### src/rtl/mod5_stream_arbiter_if.sv
// Handshake bundle for mod5_stream_arbiter: two word requesters plus the result port.
// master = host/consumer side, slave = the arbiter.
interface mod5_stream_arbiter_if #(
    parameter int WORD_W = 8
);
    logic              req0_valid;
    logic [WORD_W-1:0] req0_data;
    logic              req0_last;
    logic              req0_ready;

    logic              req1_valid;
    logic [WORD_W-1:0] req1_data;
    logic              req1_last;
    logic              req1_ready;

    logic              res_valid;
    logic              res_id;
    logic [2:0]        res_residue;
    logic              res_divisible;
    logic              res_abort;
    logic              busy;

    modport master (
        output req0_valid, req0_data, req0_last,
        input  req0_ready,
        output req1_valid, req1_data, req1_last,
        input  req1_ready,
        input  res_valid, res_id, res_residue, res_divisible, res_abort, busy
    );

    modport slave (
        input  req0_valid, req0_data, req0_last,
        output req0_ready,
        input  req1_valid, req1_data, req1_last,
        output req1_ready,
        output res_valid, res_id, res_residue, res_divisible, res_abort, busy
    );
endinterface

### src/rtl/mod5_stream_arbiter.sv
// Round-robin frame arbiter feeding one serial (2r+b) mod 5 residue engine.
// Define MOD5_ARB_TIMEOUT_EN to abort frames whose owner stalls too long in WAIT.
module mod5_stream_arbiter #(
    parameter int WORD_W  = 8,
    parameter int TIMEOUT = 255
) (
    input  logic                 clk,
    input  logic                 rst_n,
    mod5_stream_arbiter_if.slave bus
);
    typedef enum logic [1:0] {IDLE, SHIFT, WAIT, DONE} state_e;

    localparam logic [4:0] LAST_BIT = 5'(WORD_W - 1);

    state_e            state_q, state_d;
    logic              ptr_q, ptr_d;
    logic              owner_q, owner_d;
    logic              last_q, last_d;
    logic [WORD_W-1:0] sreg_q, sreg_d;
    logic [2:0]        res_q, res_d;
    logic [4:0]        bit_q, bit_d;

    logic              res_valid_q, res_valid_d;
    logic              res_id_q, res_id_d;
    logic [2:0]        res_residue_q, res_residue_d;
    logic              res_div_q, res_div_d;

`ifdef MOD5_ARB_TIMEOUT_EN
    logic [7:0]        tmo_q, tmo_d;
    logic              res_abort_q, res_abort_d;
`else
    logic              unused_timeout;
    assign unused_timeout = ^8'(TIMEOUT);
`endif

    logic              rdy0, rdy1, grant0, grant1, accept;
    logic [WORD_W-1:0] acc_data;
    logic              acc_last;
    logic [2:0]        res_step;

    // One residue recurrence step: r' = (2r + b) mod 5, r in 0..4.
    function automatic logic [2:0] mod5_step(input logic [2:0] r, input logic b);
        case ({r, b})
            4'b0000: mod5_step = 3'd0;
            4'b0001: mod5_step = 3'd1;
            4'b0010: mod5_step = 3'd2;
            4'b0011: mod5_step = 3'd3;
            4'b0100: mod5_step = 3'd4;
            4'b0101: mod5_step = 3'd0;
            4'b0110: mod5_step = 3'd1;
            4'b0111: mod5_step = 3'd2;
            4'b1000: mod5_step = 3'd3;
            4'b1001: mod5_step = 3'd4;
            default: mod5_step = 3'd0;
        endcase
    endfunction

    assign res_step = mod5_step(res_q, sreg_q[WORD_W-1]);

    // Readies are gated by rst_n so nothing looks accepted while reset is held.
    always_comb begin
        grant0 = bus.req0_valid && (!bus.req1_valid || !ptr_q);
        grant1 = bus.req1_valid && (!bus.req0_valid ||  ptr_q);
        rdy0   = 1'b0;
        rdy1   = 1'b0;
        case (state_q)
            IDLE: begin
                rdy0 = grant0;
                rdy1 = grant1;
            end
            WAIT: begin
                rdy0 = !owner_q;
                rdy1 =  owner_q;
            end
            default: ;
        endcase
        rdy0     = rdy0 && rst_n;
        rdy1     = rdy1 && rst_n;
        accept   = (rdy0 && bus.req0_valid) || (rdy1 && bus.req1_valid);
        acc_data = rdy1 ? bus.req1_data : bus.req0_data;
        acc_last = rdy1 ? bus.req1_last : bus.req0_last;
    end

    always_comb begin
        state_d       = state_q;
        ptr_d         = ptr_q;
        owner_d       = owner_q;
        last_d        = last_q;
        sreg_d        = sreg_q;
        res_d         = res_q;
        bit_d         = bit_q;
        res_valid_d   = 1'b0;
        res_id_d      = res_id_q;
        res_residue_d = res_residue_q;
        res_div_d     = res_div_q;
`ifdef MOD5_ARB_TIMEOUT_EN
        tmo_d         = tmo_q;
        res_abort_d   = res_abort_q;
`endif
        case (state_q)
            IDLE: begin
                if (accept) begin
                    sreg_d  = acc_data;
                    res_d   = 3'd0;
                    owner_d = rdy1;
                    last_d  = acc_last;
                    bit_d   = 5'd0;
                    state_d = SHIFT;
                end
            end
            SHIFT: begin
                res_d  = res_step;
                sreg_d = {sreg_q[WORD_W-2:0], 1'b0};
                bit_d  = bit_q + 5'd1;
                if (bit_q == LAST_BIT) begin
                    bit_d = 5'd0;
                    if (last_q) begin
                        // Result registers load on the way into DONE so they are valid during it.
                        state_d       = DONE;
                        res_valid_d   = 1'b1;
                        res_id_d      = owner_q;
                        res_residue_d = res_step;
                        res_div_d     = (res_step == 3'd0);
`ifdef MOD5_ARB_TIMEOUT_EN
                        res_abort_d   = 1'b0;
`endif
                    end else begin
                        state_d = WAIT;
`ifdef MOD5_ARB_TIMEOUT_EN
                        tmo_d   = 8'd0;
`endif
                    end
                end
            end
            WAIT: begin
                if (accept) begin
                    sreg_d  = acc_data;
                    last_d  = acc_last;
                    bit_d   = 5'd0;
                    state_d = SHIFT;
                end
`ifdef MOD5_ARB_TIMEOUT_EN
                else begin
                    tmo_d = tmo_q + 8'd1;
                    if (tmo_d == 8'(TIMEOUT)) begin
                        state_d       = DONE;
                        res_valid_d   = 1'b1;
                        res_id_d      = owner_q;
                        res_residue_d = res_q;
                        res_div_d     = (res_q == 3'd0);
                        res_abort_d   = 1'b1;
                    end
                end
`endif
            end
            DONE: begin
                ptr_d   = !owner_q;
                state_d = IDLE;
            end
            default: state_d = IDLE;
        endcase
    end

    always_ff @(posedge clk or negedge rst_n) begin
        if (!rst_n) begin
            state_q       <= IDLE;
            ptr_q         <= 1'b0;
            owner_q       <= 1'b0;
            last_q        <= 1'b0;
            sreg_q        <= '0;
            res_q         <= 3'd0;
            bit_q         <= 5'd0;
            res_valid_q   <= 1'b0;
            res_id_q      <= 1'b0;
            res_residue_q <= 3'd0;
            res_div_q     <= 1'b0;
`ifdef MOD5_ARB_TIMEOUT_EN
            tmo_q         <= 8'd0;
            res_abort_q   <= 1'b0;
`endif
        end else begin
            state_q       <= state_d;
            ptr_q         <= ptr_d;
            owner_q       <= owner_d;
            last_q        <= last_d;
            sreg_q        <= sreg_d;
            res_q         <= res_d;
            bit_q         <= bit_d;
            res_valid_q   <= res_valid_d;
            res_id_q      <= res_id_d;
            res_residue_q <= res_residue_d;
            res_div_q     <= res_div_d;
`ifdef MOD5_ARB_TIMEOUT_EN
            tmo_q         <= tmo_d;
            res_abort_q   <= res_abort_d;
`endif
        end
    end

    assign bus.req0_ready    = rdy0;
    assign bus.req1_ready    = rdy1;
    assign bus.res_valid     = res_valid_q;
    assign bus.res_id        = res_id_q;
    assign bus.res_residue   = res_residue_q;
    assign bus.res_divisible = res_div_q;
    assign bus.busy          = (state_q != IDLE);
`ifdef MOD5_ARB_TIMEOUT_EN
    assign bus.res_abort     = res_abort_q;
`else
    assign bus.res_abort     = 1'b0;
`endif
endmodule

### src/flat_wrapper.sv
// flat-port wrapper written by rule: the top's interface ports become plain ports
module mod5_stream_arbiter_flat 
#(
    parameter int WORD_W  = 8,
    parameter int TIMEOUT = 255
)
  (clk, rst_n, bus_req0_valid, bus_req0_data, bus_req0_last, bus_req0_ready, bus_req1_valid, bus_req1_data, bus_req1_last, bus_req1_ready, bus_res_valid, bus_res_id, bus_res_residue, bus_res_divisible, bus_res_abort, bus_busy);
  mod5_stream_arbiter_if #(.WORD_W(WORD_W)) bus_i ();
  input  logic clk;
  input  logic rst_n;
  input wire logic [$bits(bus_i.req0_valid)-1:0] bus_req0_valid;
  input wire logic [$bits(bus_i.req0_data)-1:0] bus_req0_data;
  input wire logic [$bits(bus_i.req0_last)-1:0] bus_req0_last;
  output wire logic [$bits(bus_i.req0_ready)-1:0] bus_req0_ready;
  input wire logic [$bits(bus_i.req1_valid)-1:0] bus_req1_valid;
  input wire logic [$bits(bus_i.req1_data)-1:0] bus_req1_data;
  input wire logic [$bits(bus_i.req1_last)-1:0] bus_req1_last;
  output wire logic [$bits(bus_i.req1_ready)-1:0] bus_req1_ready;
  output wire logic [$bits(bus_i.res_valid)-1:0] bus_res_valid;
  output wire logic [$bits(bus_i.res_id)-1:0] bus_res_id;
  output wire logic [$bits(bus_i.res_residue)-1:0] bus_res_residue;
  output wire logic [$bits(bus_i.res_divisible)-1:0] bus_res_divisible;
  output wire logic [$bits(bus_i.res_abort)-1:0] bus_res_abort;
  output wire logic [$bits(bus_i.busy)-1:0] bus_busy;
  assign bus_i.req0_valid = bus_req0_valid;
  assign bus_i.req0_data = bus_req0_data;
  assign bus_i.req0_last = bus_req0_last;
  assign bus_req0_ready = bus_i.req0_ready;
  assign bus_i.req1_valid = bus_req1_valid;
  assign bus_i.req1_data = bus_req1_data;
  assign bus_i.req1_last = bus_req1_last;
  assign bus_req1_ready = bus_i.req1_ready;
  assign bus_res_valid = bus_i.res_valid;
  assign bus_res_id = bus_i.res_id;
  assign bus_res_residue = bus_i.res_residue;
  assign bus_res_divisible = bus_i.res_divisible;
  assign bus_res_abort = bus_i.res_abort;
  assign bus_busy = bus_i.busy;
  mod5_stream_arbiter #(.WORD_W(WORD_W), .TIMEOUT(TIMEOUT)) u_core (.clk(clk), .rst_n(rst_n), .bus(bus_i));
endmodule
### config.mk
export PLATFORM = sky130hd
export DESIGN_NAME = mod5_stream_arbiter_flat
export DESIGN_NICKNAME = d
export VERILOG_FILES = /design/src/rtl/mod5_stream_arbiter_if.sv /design/src/rtl/mod5_stream_arbiter.sv /design/src/flat_wrapper.sv
export SDC_FILE = /design/constraint.sdc
export NUM_CORES = 1
export LEC_CHECK = 0
export CAP_MARGIN = 25
export CORE_ASPECT_RATIO = 0.7
export CORE_UTILIZATION = 30
export CTS_BUF_LIST = sky130_fd_sc_hd__clkbuf_4 sky130_fd_sc_hd__clkbuf_8
export DETAILED_ROUTE_END_ITERATION = 16
export GPL_ROUTABILITY_DRIVEN = 0
export HOLD_SLACK_MARGIN = 0.06
export SYNTH_ARGS = -nofsm -noshare
export SYNTH_HDL_FRONTEND = slang
export SYNTH_SLANG_ARGS = --single-unit
### constraint.sdc
create_clock -name clk -period 1.7 [get_ports clk]
set_input_delay 0.425 -clock clk [delete_from_list [all_inputs] [get_ports clk]]
set_output_delay 0.425 -clock clk [all_outputs]
set_load 0.02 [all_outputs]
==> results.md <==
* Area added between synthesis and finish at 39.2%
* CP max-delay cell: dfrtp_1
* Critical-path cell list: buf_6 -> mux2_4 -> nor2_4 -> buf_6
* CP Data Arrival Time at between 1 and 1.5 ns
* NumNets Final at between 200 and 250
* Static Leakage at approximately 1 nW
* Vias in the first global route at 1369
* Layout cells sized above 1 at 0.261
* CP Class: reg -> out
* Post-Synth XOR/XNOR Area at 0.0111
* Top delay family on crit path: flip-flops
* Non-filler instance count after layout at about 290
* IO Port Bufs at 30
* ANT nets after route at 0
* Sequential cell area at ~680 um2
* Gate count of the mapped netlist at 170
* Fin area at between 0.002 and 0.0025 mm2
* Mean number of vias per cell at roughly 4.8
* Critical Path End Type: output pin
* Seq/Total Area, Yosys at 0.428
* Largest net degree at the start of global routing at 19
* Clk root buf: clkbuf_8
* Post-synth EDFFs at 0
* N_diodes at 0
* Largest family of logic cells by synthesized area: compound AO/OA/AOI/OAI gates
* #FFs+latches synth at 27
* Worst Path Buf+Inv at 2
* # rows at 21
* Outcome: finished with violations
* Syn avg cell area at around 9.3 um2
* FFs w/ async S/R, synth at 1.00
* Total CTS buffers at 3
* Initial antenna violation count at 0
* Total clock sinks at 27
* Setup Skew at 0.00343 ns
* Ys flop type: dfrtp_1
* Post-Synth Adder-Cell Area at 0.00792
* Violated checks: setup timing
* Multi-input gate area at 860 um2
* Final setup violation count at 2
* Congestion Overflow GR at 0
* First-pass GRT wire length at ~6.5 mm
* Post-Place Cell Area at 0.00210 mm2
* Synth Area in Compound Gates at 0.207
* Mux cell area share after synthesis at 0.0942
* Die Width at around 90 um
* Worst IR drop on VDD at 0.487 mV
* Setup ws final at -0.0474 ns
* Netlist area before placement at between 0.0015 and 0.002 mm2
* Crit path max fanout at 3
* Top cell by count, worst path: buf_6
* CP max stage delay at ~0.42 ns
* Setup TNS at -0.0477 ns
* Router iterations before antenna repair at 4
* Initial DRC count at between 60 and 70
* WL/cell at between 10 and 15 um
* Core Area at ~0.0049 mm2
* Fill cell count at between 400 and 500
* Final HPWL DP at 2.85 mm
* WP data required at roughly 1.3 ns
* Fin crit period at 1.75 ns
* Pwr dens at between 1000 and 1500 mW/mm2
* Placed cell count at roughly 280
* Max Slew Vio Count at 0
* Vias post-DR at between 1000 and 1500
* Most frequent cells in the layout: 27 x dfrtp_1, 25 x nand2_1, 25 x buf_4
* RSZ-0062 raised after global routing: yes
* Crit path launch type: flip-flop
* Simple-gate portion of the synthesized area at 0.197
* Clock-pin slew on the worst setup and hold paths at about 0.09 ns
* Post-Syn Nets at slightly below 200
* Leading cell type in the layout, fill and taps excluded: dfrtp_1
* Max cap viols at 0
* Drt drc at 0
* Syn. warnings at 0
* Clock Latency Late Sink at around 0.27 ns
* Die H at around 63 um
* Hold Path Class: in -> async
* GR Util All Layers at 0.150
* Largest buffer count on any clock path at 2
* CTS tree: done
* H-tree Lvls at 1
* Hold Buf Count CTS at 0
* Initial core utilization at 0.322
* Drt total wl at roughly 3.7 mm
* F_max at about 570 MHz
* Final hold vios at 0
* Yosys cell types at 40
* Die area at around 0.0056 mm2
* Num ports at 32
* Final Cycle Share at 1.03
worst reg2reg max path: cells and delay by family, from the launching register on:
| kind | cells | cell delay (ns) |
|---|---|---|
| AOI/OAI and AO/OA | 3 | 0.55 |
| buffers and inverters | 2 | 0.35 |
| DFF | 1 | 0.41 |
| muxes | 1 | 0.19 |
routing by layer:
| metal | track usage | vias to the layer above | wire, um |
|---|---|---|---|
| met3 | 0.0396 | 2 | 145 |
| met2 | 0.213 | 21 | 1520 |
| met5 | 0 | - | 0 |
| li1 | - | 699 | - |
| met1 | 0.234 | 656 | 2060 |
| met4 | 0.0121 | 0 | 8 |
Yosys cell counts (2+ instances only):
library cell | instances | area (um2)
a21o_1 | 4 | 30.0
nand2b_1 | 5 | 31.3
clkbuf_1 | 2 | 7.51
inv_1 | 4 | 15.0
nor2b_1 | 5 | 31.3
a22o_1 | 8 | 70.1
nand2_1 | 25 | 93.8
o221a_2 | 6 | 67.6
buf_4 | 2 | 15.0
nand3_1 | 2 | 10.0
a21oi_1 | 7 | 35.0
a31oi_1 | 2 | 12.5
buf_2 | 9 | 45.0
mux2i_1 | 7 | 70.1
nor2_1 | 16 | 60.1
dfrtp_1 | 27 | 676
mux2_2 | 6 | 67.6
nand4b_1 | 2 | 17.5
o21ai_0 | 10 | 50.1
power by group:
group          switching [mW]  leakage, nW  total (mW)  internal [mW]
clock                   0.199       0.0262       0.383          0.184
sequential              0.242        0.337        1.16          0.913
combinational           0.742        0.661        1.61          0.872
total                    1.18         1.02        3.15           1.97
cells by family after synthesis:
kind of cell             count (synthesis)
other                                    1
flip-flops                              27
AND/OR/NAND/NOR                         64
multiplexers                            14
XOR/XNOR                                 2
adder cells (fa/ha/maj)                  1
buffers and inverters                   17
AO/OA/AOI/OAI                           44
registers in the layout, summed over array words and instances, names as in the netlist:
register / flops
u_core.sreg_q: 8
u_core.bit_q: 5
u_core.bus.res_residue: 3
u_core.res_q: 3
u_core.state_q: 2
u_core.bus.res_divisible: 1
u_core.bus.res_id: 1
u_core.bus.res_valid: 1
u_core.last_q: 1
u_core.owner_q: 1
u_core.ptr_q: 1
through the flow:
| step | hold WS [ns] | setup slack [ns] | util | total power, mW |
|---|---|---|---|---|
| final | 0.215 | -0.0474 | 0.448 | 3.15 |
| after global routing | 0.207 | -0.0980 | 0.448 | 3.41 |
| after CTS | 0.212 | -0.0721 | 0.441 | 3.13 |
| after detailed placement | 0.481 | -0.761 | 0.428 | 2.72 |
| after global placement | 0.467 | -0.733 | 0.428 | 2.70 |
| after floorplan | 0.129 | 0.0180 | - | 2.16 |
path summary, 6_finish.rpt:
path	slack (ns)	cells past startpoint	endpoint	startpoint
max in group asynchronous	1.18	3	u_core.state_q[1]	rst_n
setup reg to reg	0.09	6	u_core.sreg_q[2]	u_core.owner_q
hold reg to reg	0.49	1	u_core.bus.res_divisible	u_core.bus.res_divisible
min in group clk	0.49	1	u_core.bus.res_divisible	u_core.bus.res_divisible
hold / removal	0.22	2	u_core.bus.res_id	rst_n
setup / recovery	-0.05	4	bus_req0_ready	u_core.state_q[1]
repair_timing:
action                                  in CTS  in global routing
endpoints found under the setup margin      21                 21
pin swaps                                    1                  1
resized for setup                           25                 13
buffers inserted                             1                  0
hold endpoints to repair                     0                  0
layout make-up:
class	count	area share
sequential	27	0.307
inverter	4	0.00683
timing repair buffer	57	0.234
tap	69	0.0392
clock buffer	4	0.0222
multi-input combinational	126	0.391
(Power assumes the default switching activity.)
